==> config.mk <==
export PLATFORM = sky130hd
export DESIGN_NAME = result_accum
export DESIGN_NICKNAME = d
export VERILOG_FILES = /design/src/rtl/result_accum_pkg.sv /design/src/rtl/result_accum.sv
export SDC_FILE = /design/constraint.sdc
export NUM_CORES = 1
export LEC_CHECK = 0
export CAP_MARGIN = 20
export CORE_MARGIN = 5
export CORE_UTILIZATION = 25
export DETAILED_ROUTE_END_ITERATION = 12
export DONT_BUFFER_PORTS = 1
export PLACE_DENSITY = 0.48
export SLEW_MARGIN = 40
export SYNTH_ARGS = -nofsm -noshare
export SYNTH_HDL_FRONTEND = slang
export SYNTH_SLANG_ARGS = --single-unit
export TNS_END_PERCENT = 50
==> constraint.sdc <==
create_clock -name clk -period 4.4 [get_ports clk]
set_input_delay 0.44 -clock clk [delete_from_list [all_inputs] [get_ports clk]]
set_output_delay 0.44 -clock clk [all_outputs]
set_load 0.005 [all_outputs]
==> src/rtl/result_accum_pkg.sv <==
// Shared types and constants for the frame result accumulator.
package result_accum_pkg;

  typedef enum logic [1:0] {
    IDLE  = 2'd0,
    ACCUM = 2'd1,
    HOLD  = 2'd2
  } state_t;

  localparam int unsigned ACC_W_DEFAULT = 32;
  localparam int unsigned SAMPLE_W      = 17;
  localparam int unsigned CNT_W         = 9;

endpackage

==> src/rtl/result_accum.sv <==
// Accumulates 17-bit {carry,sum} adder results over a frame of 1..256 samples
// and holds the total, carry count and wrap flag until downstream takes it.
module result_accum
  import result_accum_pkg::*;
#(
  parameter int unsigned ACC_W = ACC_W_DEFAULT
) (
  input  logic             clk,
  input  logic             rst_n,
  input  logic             in_valid,
  input  logic [15:0]      in_sum,
  input  logic             in_carry,
  output logic             in_ready,
  input  logic [7:0]       frame_len,
  output logic             out_valid,
  input  logic             out_ready,
  output logic [ACC_W-1:0] out_total,
  output logic [8:0]       out_carry_cnt,
  output logic             out_ovf
);

  state_t                state;
  state_t                state_nxt;

  logic [ACC_W-1:0]      acc;
  logic [CNT_W-1:0]      carry_cnt;
  logic [CNT_W-1:0]      samp_cnt;
  logic [CNT_W-1:0]      len_q;
  logic                  ovf;

  logic                  accept;
  logic [SAMPLE_W-1:0]   sample;
  logic [ACC_W:0]        sum_ext;
  logic [CNT_W-1:0]      samp_cnt_inc;
  logic [CNT_W-1:0]      len_eff;

  assign in_ready     = (state != HOLD);
  assign accept       = in_valid && in_ready;
  assign sample       = {in_carry, in_sum};
  // Extra top bit of the widened add is the wrap indication.
  assign sum_ext      = {1'b0, acc} + (ACC_W + 1)'(sample);
  assign samp_cnt_inc = samp_cnt + 9'd1;
  assign len_eff      = (frame_len == 8'd0) ? 9'd256 : {1'b0, frame_len};

  assign out_valid     = (state == HOLD);
  assign out_total     = acc;
  assign out_carry_cnt = carry_cnt;
  assign out_ovf       = ovf;

  always_ff @(posedge clk) begin
    if (!rst_n) begin
      state <= IDLE;
    end else begin
      state <= state_nxt;
    end
  end

  always_comb begin
    state_nxt = state;
    case (state)
      IDLE: begin
        if (accept) begin
          state_nxt = (len_eff == 9'd1) ? HOLD : ACCUM;
        end
      end
      ACCUM: begin
        if (accept && (samp_cnt_inc == len_q)) begin
          state_nxt = HOLD;
        end
      end
      HOLD: begin
        if (out_ready) begin
          state_nxt = IDLE;
        end
      end
      default: state_nxt = IDLE;
    endcase
  end

  always_ff @(posedge clk) begin
    if (!rst_n) begin
      acc       <= '0;
      carry_cnt <= '0;
      samp_cnt  <= '0;
      len_q     <= '0;
      ovf       <= 1'b0;
    end else begin
      case (state)
        IDLE: begin
          if (accept) begin
            len_q     <= len_eff;
            acc       <= ACC_W'(sample);
            carry_cnt <= {8'd0, in_carry};
            samp_cnt  <= 9'd1;
            ovf       <= 1'b0;
          end
        end
        ACCUM: begin
          if (accept) begin
            acc       <= sum_ext[ACC_W-1:0];
            carry_cnt <= carry_cnt + {8'd0, in_carry};
            samp_cnt  <= samp_cnt_inc;
            if (sum_ext[ACC_W]) begin
              ovf <= 1'b1;
            end
          end
        end
        default: begin
        end
      endcase
    end
  end

endmodule

==> out/qor.txt <==
Worst EP arrival - 2910 ps
Clock latency on the worst-skew pair - 340 ps
Final hold vios - 0
Post-synth EDFFs - 0
Clock Sinks - 62
Commonest non-fill, non-tap cell in the layout - nand2_1
IO Port Bufs - 0
Max Fclk - 378.9 MHz
Post-synth ARST share - 0%
Via density - 5.242
Worst Setup End Kind - flop
Setup TNS - 0 ps
Leakage - 1.652 nW
Met1 usage - 15.73%
Crit-path max cell delay - 420 ps
Hold slack final - 234.9 ps
Cells along the critical path - ha_1, fa_1, a21o_1, a221oi_2, a211o_1, a21oi_4, o21ba_2, o21ai_0, mux2i_1
Die footprint - 0.01778 mm²
TritonRoute pass-1 iters - 4
Post-synth cell types - 53
Total grt overflow - 0
Final WL - 11170 µm
Net Sw Frac - 26.92%
Critical path class - reg2reg
Die Wd - 133.3 µm
P&R area growth vs syn - 13.85%
Cell count after synthesis - 486
Switch Pwr - 0.4540 mW
Fin crit share - 59.99%
Number of gates resized after CTS - 0
Worst slew pin tran - 749.0 ps
DP HPWL - 8103 µm
Area share of the largest cell type after synthesis - 32.64%
GRT Max-Usage Layer - met2
Drt drc - 0
Post-DRT Antenna Nets - 0
Critical path's slowest cell - fa_1
First-pass GRT wire length - 18200 µm
Crit path max fanout - 3
Ys Warns - 0
Syn_nets - 536
Min Clock Period, post-route - 2639 ps
P_int - 1.233 mW
Clock group share of total power - 47.5%
Synthesis-stage register bit count - 62
GRT met2 Usage - 19.70%
Inst Count DP - 657
GRT Overall Usage - 12.80%
Post-route insts no fill - 673
Peak supply drop - 0.0001809 V
H-tree levels - 3
# rows - 45
Syn Area/Cell - 7.824 µm²
Hold Path Class - in2reg
Final #Nets - 530
Die Y-Extent - 133.3 µm
Logic pwr share - 16.2%
Core area - 0.01503 mm²
Initial Util - 25.29%
Outcome - finished clean
Worst slew margin - 50.07%
Layout cell share with drive strength beyond 1 - 5.979%
Vias in the first global route - 3424
Mapped cell area - 0.003802 mm²
CTS Buffer Depth - 2
Sequential fraction of the synthesis area - 32.64%
Inserted Clock Buffers - 9
Largest net degree at the start of global routing - 30
Vias - 3528
Most frequent cells in the layout - nand2_1 (68), dfxtp_1 (62), a21oi_1 (51)
Post-layout util - 28.80%
Antenna violations before repair - 0
Hold Buf Count CTS - 0
Type of origin of the critical path - flop
Post-CTS setup buffers - 0
# Max-Cap Violations - 0
CTS tree - built
Unrepaired setup endpoints after global routing - no
Met3 usage - 6.307%
Top FF cell, synth - dfxtp_1
CTS Root Cell - clkbuf_16
Worst-path clk slew - 60 ps
Skew final - 6.942 ps
Final Wtd Congestion - 0.8142
Diodes inserted - 0
Drt wl/cell - 16.60 µm
Setup violators final - 0
Filler Cells Inserted - 1578
Top cells by area, synth - dfxtp_1 (33%), a21oi_1 (6.7%), nand2_1 (6.7%), ha_1 (6.6%), o21ai_0 (4.5%)
Pwr dens - 389.6 mW/mm²
I/O pin count - 73
Slew Viols, Final - 0
CP required - 4670 ps
Flop pwr share - 36.3%
DRT iter0 DRCs - 274
Yosys top cell by area - dfxtp_1
## per-layer routing
metal | vias up | part of all wire (%)
li1 | 1769 | -
met1 | 1649 | 44
met2 | 100 | 45
met3 | 10 | 9.5
met4 | 0 | 1.3
met5 | - | 0
## metrics by stage
step / instance area [µm²] / worst slack (ps) / total power, mW
2_1_floorplan: 3802 / 1893 / 0.8325
4_1_cts: 4325 / 1707 / 1.711
3_5_place_dp: 3990 / 1665 / 0.8966
6_report: 4329 / 1761 / 1.687
3_3_place_gp: 3990 / 1699 / 0.8950
5_1_grt: 4329 / 1583 / 1.770
## synth_stat cells (2+ instances only)
cell type   n
a211o_1     3
a211oi_1    4
a21boi_0    3
a21o_1      7
a21oi_1    51
a21oi_2     2
a22oi_1     3
a311oi_1    3
a31oi_1     4
and2_1      2
and3_1      6
clkbuf_1   19
dfxtp_1    62
ha_1       20
inv_1       9
mux2i_1     5
nand2_1    68
nand2b_1    7
nand3_1    18
nand4_1     6
nor2_1     38
nor2b_1    10
nor3_1      9
nor3b_1     2
nor4_1      3
o211a_1     2
o211ai_1    9
o21a_1      2
o21ai_0    34
o221ai_1    7
o31ai_1     3
or3_1      12
or4_1       5
xnor2_1    12
xor2_1     18
## final cells by class
type	instances	area [µm²]	share of cell area, %
Sequential cell	62	1241	28.67
Timing Repair Buffer	4	30.03	0.6936
Clock inverter	3	65.06	1.503
Inverter	9	33.78	0.7803
Clock buffer	13	270.3	6.243
Tap cell	188	235.2	5.434
Multi-Input combinational cell	394	2454	56.68
## state kept, by name (all words and copies together) (netlist names)
name / count
samp_cnt: 9
len_q: 9
out_ovf: 1
out_carry_cnt: 9
state: 2
out_total: 32
## power by group through the flow
stage                     Clock, mW  Sequential [mW]  Combinational [mW]
after floorplan                   0            0.616               0.217
after global placement            0            0.625               0.270
after detailed placement          0            0.626               0.271
after CTS                     0.825            0.614               0.273
after global routing          0.841            0.617               0.312
final                         0.801            0.613               0.273
## cells by family after synthesis
| logic type | after synthesis | synth area share (%) |
|---|---|---|
| buf+inv | 30 | 2.994 |
| fa+ha+maj | 21 | 7.108 |
| simple gates | 188 | 23.36 |
| compound gates | 150 | 25.67 |
| mux | 5 | 1.316 |
| flops | 62 | 32.64 |
| xor+xnor | 30 | 6.910 |
## worst paths after layout
path / startpoint / endpoint / slack (ps) / cells past startpoint
worst min register to register: len_q[3] / len_q[3] / 470 / 2
worst max-delay path: out_total[0] / out_total[20] / 1760 / 9
worst min-delay path: rst_n / state[1] / 230 / 1
worst max register to register: out_total[0] / out_total[20] / 1760 / 9
## critical path: cells and delay by family (launching register included)
| kind | cells | cell delay, ps |
|---|---|---|
| muxes | 1 | 200 |
| DFF | 1 | 340 |
| AOI/OAI and AO/OA | 6 | 1380 |
| adders and majority gates | 2 | 650 |
No activity file was read; power rests on OpenSTA's default activity.
